File: src/rtl/alu_result_stage.sv
// Two-entry result buffer between the adder and writeback. It also holds the
// architectural Z/N/V/C flags, which retiring entries update, and evaluates condition codes.
module alu_result_stage #(
  parameter int DEPTH = 2
) (
  input  logic        clk,
  input  logic        reset,
  input  logic        in_valid,
  output logic        in_ready,
  input  logic [15:0] in_sum,
  input  logic        in_v,
  input  logic        in_c,
  input  logic        in_set_flags,
  input  logic [2:0]  in_dest,
  output logic        out_valid,
  input  logic        out_ready,
  output logic [15:0] out_result,
  output logic [2:0]  out_dest,
  input  logic        flush,
  input  logic [2:0]  cond,
  output logic        cond_true,
  output logic        flag_z,
  output logic        flag_n,
  output logic        flag_v,
  output logic        flag_c
);

  if (DEPTH != 2) begin : g_bad_depth
    $error("alu_result_stage: DEPTH must be 2");
  end

  typedef struct packed {
    logic [15:0] sum;
    logic        v;
    logic        c;
    logic        set_flags;
    logic [2:0]  dest;
  } entry_t;

  typedef struct packed {
    logic z;
    logic n;
    logic v;
    logic c;
  } flags_t;

  entry_t     entries_q [DEPTH];
  logic [1:0] count_q, count_d;
  logic       rd_ptr_q, rd_ptr_d;
  logic       wr_ptr_q, wr_ptr_d;
  flags_t     flags_q, flags_d;

  entry_t head;
  logic   push, pop;

  assign head      = entries_q[rd_ptr_q];
  assign in_ready  = (count_q != 2'd2);
  assign out_valid = (count_q != 2'd0);
  // A flush drops a same-cycle push; the pop is cancelled in the next-state logic.
  assign push      = in_valid & in_ready & ~flush;
  assign pop       = out_valid & out_ready;

  assign out_result = out_valid ? head.sum  : 16'd0;
  assign out_dest   = out_valid ? head.dest : 3'd0;

  always_comb begin
    count_d  = count_q;
    rd_ptr_d = rd_ptr_q;
    wr_ptr_d = wr_ptr_q;
    flags_d  = flags_q;
    if (flush) begin
      count_d  = 2'd0;
      rd_ptr_d = 1'b0;
      wr_ptr_d = 1'b0;
    end else begin
      if (push) wr_ptr_d = ~wr_ptr_q;
      if (pop) begin
        rd_ptr_d = ~rd_ptr_q;
        if (head.set_flags) begin
          flags_d = '{z: (head.sum == 16'd0), n: head.sum[15], v: head.v, c: head.c};
        end
      end
      case ({push, pop})
        2'b10:   count_d = count_q + 2'd1;
        2'b01:   count_d = count_q - 2'd1;
        default: count_d = count_q;
      endcase
    end
  end

  always_ff @(posedge clk) begin
    if (reset) begin
      count_q  <= 2'd0;
      rd_ptr_q <= 1'b0;
      wr_ptr_q <= 1'b0;
      flags_q  <= '0;
    end else begin
      count_q  <= count_d;
      rd_ptr_q <= rd_ptr_d;
      wr_ptr_q <= wr_ptr_d;
      flags_q  <= flags_d;
    end
  end

  // NOTE: payload storage is deliberately not reset; count gates its visibility.
  always_ff @(posedge clk) begin
    if (push) begin
      entries_q[wr_ptr_q] <= '{sum: in_sum, v: in_v, c: in_c,
                               set_flags: in_set_flags, dest: in_dest};
    end
  end

  assign flag_z = flags_q.z;
  assign flag_n = flags_q.n;
  assign flag_v = flags_q.v;
  assign flag_c = flags_q.c;

  always_comb begin
    cond_true = 1'b0;
    case (cond)
      3'd0: cond_true = 1'b1;
      3'd1: cond_true = flags_q.z;
      3'd2: cond_true = ~flags_q.z;
      3'd3: cond_true = flags_q.n ^ flags_q.v;
      3'd4: cond_true = ~(flags_q.n ^ flags_q.v);
      3'd5: cond_true = flags_q.c;
      3'd6: cond_true = ~flags_q.c;
      default: cond_true = 1'b0;
    endcase
  end

endmodule
File: config.mk
export PLATFORM = sky130hd
export DESIGN_NAME = alu_result_stage
export DESIGN_NICKNAME = d
export VERILOG_FILES = /design/src/rtl/alu_result_stage.sv
export SDC_FILE = /design/constraint.sdc
export NUM_CORES = 1
export LEC_CHECK = 0
export CELL_PAD_IN_SITES_DETAIL_PLACEMENT = 1
export CELL_PAD_IN_SITES_GLOBAL_PLACEMENT = 2
export CORE_MARGIN = 1.5
export CORE_UTILIZATION = 32
export DETAILED_ROUTE_END_ITERATION = 16
export GPL_TIMING_DRIVEN = 0
export PLACE_DENSITY_LB_ADDON = 0.1
export SLEW_MARGIN = 20
export SYNTH_ARGS = -nofsm -noshare
export SYNTH_HDL_FRONTEND = slang
export SYNTH_SLANG_ARGS = --single-unit
File: constraint.sdc
create_clock -name clk -period 2.65 [get_ports clk]
set_clock_uncertainty 0.05 [all_clocks]
set_input_delay 0.53 -clock clk [delete_from_list [all_inputs] [get_ports clk]]
set_output_delay 0.53 -clock clk [all_outputs]
set_load 0.01 [all_outputs]
==> metrics <==
Final Core Density=between 40 and 50%; Pwr Total=around 0.0016 W; Tcrit/Tclk final=a little over nine tenths; number of buffers created by CTS=5; ys async rst share=0%; Synth top cells by count=44 x edfxtp_1, 27 x nor2_1, 22 x mux2i_1; Final #Nets=between 200 and 250; die area=between 7000 and 8000 um^2; Cell Area, Placed=approximately 2800 um^2; Peak VDD IR=roughly 320 uV; top area cells in the synthesized netlist=edfxtp_1 62%, mux2i_1 10%, dfxtp_1 8.4%; Worst Hold Launch=flag_c; failing checks=DRC; #FFs+latches synth=53; Comb power frac=a little under a tenth; Worst Reg-to-Reg Cells=3; GRT busiest layer=met2; antenna violations before repair=0; RR Startpoint=count_q[0]; core area=6420 um^2; Placement Setup Slack=-0.00000733 ns; Worst Path Arrival=about 1.9 ns; Reg2Reg Capture Point=entries_q[1][20]; # DRC=4; synthesized area per cell=14.3 um^2; GR Util met1=~17%; initial DRC count=34; NetSw=0.000335 W; sequential element share of the synthesized area=69.9%; post-detailed-routing wire length=4.75 mm; fin crit period=2.50 ns; final setup vio count=0; Layout area overhead=36.5%; number of antenna diodes=0; Via Count=1438; First-pass DRT Iterations=10; Fin Setup TNS=0 ns; P_leak=0.940 nW; clock sinks=53; Root Driver=clkbuf_8; met2 Use GR=about a quarter; gr usage total=between 10% and 20%; Worst-Skew Late Latency=~0.3 ns; layout cells sized above 1=under 10%; Worst-path clk slew=roughly 0.09 ns; max frequency=400 MHz; Clk pwr share=about a third; first-pass GRT wire length=approximately 7.4 mm; final-layout fill cell count=roughly 660; number of global-route vias before repair=1500; CP Data Required Time=approximately 2.1 ns; Site Rows=29; Antenna Nets Post-Route=0; crit path max fanout=10; Int Pwr=between 0.001 and 0.0015 W; Crit. End Element=output pin; sw frac=20.6%; total global routing overflow=0; IO buf count=between 50 and 60; FF-to-FF setup slack=between 0.7 and 0.8 ns; pwr dens=554 nW/um^2; Die Span Y=approximately 85 um; worst setup path category=register to output pin; Synth warnings=0; I/O Pins=56; Mapped Cells=150; vias per inst=4.98; Hold WC Path Type=register to register; area share of the largest cell type after synthesis=roughly 62%; most numerous cell in the Yosys netlist=edfxtp_1; Yosys cell types=27; Die Wd=84.9 um; DR WL/cell=roughly 16 um; max cap viols=0; met3 GRT Util=about 3.5%; RePlAce Congestion=~0.75; startpoint types=register; Syn Std Cell Area=about 2100 um^2; unrepaired setup endpoints after global routing=no; Clock Path Buffers=2; worst slew pin tran=roughly 0.68 ns; PnR worst setup slack=about 0.15 ns; Worst Hold Path Cells=2; Detailed Place HPWL=about 3.4 mm; outcome=complete, but fails checks; Initial Util=approximately a third; H-Tree Level Count=2; pin count of the biggest net entering global routing=23; Post-synth EDFFs=44; Relative slew margins=between 50 and 60%; Mapped Nets=roughly 180; Final Hold Fails=0; top_reg_cell synth=edfxtp_1; TritonCTS clock tree=built; Slew Viols, Final=0; dominant cell type by area after synthesis=edfxtp_1; Seq pwr share=just under 60%; Final Cell Area=slightly below 3000 um^2; Worst Hold End=flag_c; Hold Buf Count CTS=0
==> worst max-delay path, cell delays in order, from the launching register on <==
cell and delay (ns):
dfxtp_1 0.32, buf_4 0.13, buf_2 0.31, mux2i_1 0.29
nor2_1 0.07, clkdlybuf4s50_1 0.49
==> per-stage QoR <==
step	hold WS (ns)	instances
after floorplan	0.470	150
after global placement	0.471	281
after detailed placement	0.482	281
after CTS	0.496	289
after global routing	0.534	289
final	0.491	289
==> layout make-up <==
class / instances / area, um^2 / area share (%)
sequential: 53 / 1500 / 51.2
timing repair buffer: 54 / 542 / 18.5
inverter: 4 / 15.0 / 0.512
clock inverter: 2 / 38.8 / 1.32
multi-input combinational: 87 / 636 / 21.7
buffer: 6 / 28.8 / 0.982
tap: 77 / 96.3 / 3.29
clock buffer: 6 / 72.6 / 2.48
==> worst max path at each step <==
stage / cells after the start / to / startpoint
after floorplan: 3 / entries_q[0][0] / count_q[0]
after global placement: 3 / entries_q[0][2] / flush
after detailed placement: 5 / cond_true / cond[1]
after CTS: 6 / cond_true / cond[0]
after global routing: 5 / out_result[14] / register
final: 5 / out_result[13] / register
==> state kept, by name (all words and copies together), names as in the netlist, named ones only <==
| name | flops |
|---|---|
| count_q | 2 |
| flag_c | 1 |
| rd_ptr_q | 1 |
| flag_v | 1 |
| wr_ptr_q | 1 |
| flag_n | 1 |
| entries_q | 44 |
| flag_z | 1 |
==> cell usage in the layout, fill, tap and decap left out, drive strengths merged, types with 2 or more instances in the layout <==
master,instances
a211oi,5
nor4,8
dfxtp,9
nand2,2
buf,4
nor3,6
clkbuf,8
inv,4
edfxtp,44
clkdlybuf4s50,52
nor2,27
xnor2,3
xor2,3
mux2i,22
==> cells by family (layout without fill, tap and decap cells) <==
family	after synthesis	count (layout)	synth area share [%]
AND/OR/NAND/NOR	47	47	10.7
AO/OA/AOI/OAI	11	11	4.02
buffers and inverters	10	72	2.04
XOR/XNOR	6	6	2.45
flip-flops	53	53	69.9
multiplexers	22	22	10.3
adder cells (fa/ha/maj)	1	1	0.583
==> repair_timing <==
| action | in CTS | in global routing |
|---|---|---|
| resized for setup | 1 | 4 |
| buffers inserted | 0 | 0 |
| setup endpoints to repair | 1 | 1 |
| cloned | 0 | 0 |
==> power groups by stage <==
stage                     clock network [W]  registers [W]   logic, W
after detailed placement                  0       0.000956   0.000150
final                              0.000539       0.000937   0.000149
after floorplan                           0       0.000953  0.0000563
after global placement                    0       0.000955   0.000143
after global routing               0.000596       0.000940   0.000161
after CTS                          0.000563       0.000937   0.000150
==> layer usage <==
layer / share of wire (%) / vias to the layer above
li1: - / 684
met1: 45 / 710
met2: 49 / 38
met3: 4.2 / 6
met4: 1.2 / 0
met5: 0 / -
Power figures use the tool's default switching activity.
==> edit (config.mk and constraints unchanged) <==
Reset style: asynchronous (`reset`), changed in one clocked block.
--- a/src/rtl/alu_result_stage.sv
+++ b/src/rtl/alu_result_stage.sv
@@ -88,7 +88,7 @@
     end
   end
 
-  always_ff @(posedge clk) begin
+  always_ff @(posedge clk or posedge reset) begin
     if (reset) begin
       count_q  <= 2'd0;
       rd_ptr_q <= 1'b0;
Behaviour: differs if reset is asserted again (counterexample within 4 cycles, from zero or initial values and one cycle with reset high); with reset held inactive, the same outputs for 10 cycles.
==> edit against the unedited design <==
  * The run still ends with design-rule violations left
  * Routed wire length up 1.0%
  * Register-to-register slack worse by 0.10 ns
  * First-iteration DRC count up 41%
  * Setup slack better by 0.027 ns
  * Sequential cell count down 1
  * Die area up 0.51%
  * Cell area up 0.17%
  * Synthesized area up 0.52%
  * Critical path type unchanged
  * Critical endpoint is now out_result[7]
Power is not compared: it rests on default switching activity, and its combinational part moved more than twofold at a synthesized area within 25%.
==> edit: results (changes against the unedited design) <==
| Metric | Value |
|---|---|
| Seq/Total Area, Yosys | `70.5% (+0.56 points)` |
| Post-synth cell types | `28 (+3.7%)` |
| First-pass GRT wire length | `7790 um (+5.0%)` |
| Least-Margin Pin Slew | `0.686 ns (+0.00441 ns)` |
| Reg2reg start | `count_q[0]` |
| 1st-iter DRT viols | `48 (+41%)` |
| Ys async rst share | `15.4% (+15 points)` |
| Final nets | `246 (+1.7%)` |
| Vias | `1408 (-2.1%)` |
| Dpl cells | `286 (+1.8%)` |
| Share of cells above drive strength 1 | `7.41% (-0.61 points)` |
| Violated checks | `design-rule violations` |
| Synth Area in Adders | `0% (-0.58 points)` |
| Reg-to-reg endpoint | `entries_q[1][9]` |
| Remaining DRCs | `4 (unchanged)` |
| Post-synthesis mux area share | `10.7% (+0.41 points)` |
| Vias in the first global route | `1503 (+0.20%)` |
| Reg2Reg Depth | `4 (+1)` |
| Placer congestion estimate | `0.766 (+1.7%)` |
| Via density | `4.81 (-3.4%)` |
| HP Class | `input pin to asynchronous set/reset pin` |
| Post-synthesis compound-gate area fraction | `3.42% (-0.60 points)` |
| Post-Syn Nets | `182 (+0.55%)` |
| End point of the critical path | `out_result[7]` |
| Largest net degree at the start of global routing | `15 (-35%)` |
| Port bufs | `55 (+1.9%)` |
| Area post-placement | `0.00286 mm^2 (+2.1%)` |
| Outcome | `complete, but fails checks` |
[edit: cell types whose count changed after synthesis, sizes merged, moves of 3 or more]
cell    unedited run  this run
nor2              27        32
dfrtp              0         8
dfxtp              9         0
nor4               8         5
a21oi              0         4
a211oi             5         1
[edit: how the worst min path moves through the flow]
stage                  to  slack [ns]  depth (start not counted)             from
4_1_cts        count_q[0]        0.44                          2            reset
6_report       count_q[0]        0.43                          2            reset
3_5_place_dp       flag_v        0.50                          2  entries_q[1][5]
3_3_place_gp       flag_v        0.48                          2  entries_q[0][5]
5_1_grt            flag_v        0.46                          2            reset
2_1_floorplan  count_q[0]        0.30                          1            reset
[edit: where the power goes]
part / total, mW / switching, mW / internal, mW
registers: 0.984 / 0.0391 / 0.945
clock network: 0.417 / 0.242 / 0.175
logic: 0.356 / 0.161 / 0.195
[edit: logic make-up (layout without fill, tap and decap cells)]
family          Yosys count  after routing
compound gates           12             12
flops                    52             52
mux                      23             23
xor+xnor                  3              3
simple gates             53             53
buf+inv                   9             73
[edit: layer usage]
metal / wire length (um) / share of wire (%) / track usage, %
met1: 2090 / 44 / 17.7
met3: 226 / 4.7 / 3.11
met2: 2410 / 50 / 24.3
met5: 0 / 0 / 0
met4: 76 / 1.6 / 5.37
[edit: layout make-up]
cell class,instances,area [um^2]
Buffer,5,31.3
Clock buffer,5,68.8
Clock inverter,2,7.51
Fill cell,680,3490
Inverter,4,15.0
Multi-Input combinational cell,91,616
Sequential cell,52,1520
Tap cell,77,96.3
Timing Repair Buffer,57,579
[edit: stage by stage]
step	util, %	setup slack, ns
CTS	45.7	0.0562
global route	45.7	0.0282
global placement	43.8	-0.511
floorplan	-	0.526
finish	45.7	0.175
detailed placement	44.5	-0.0670
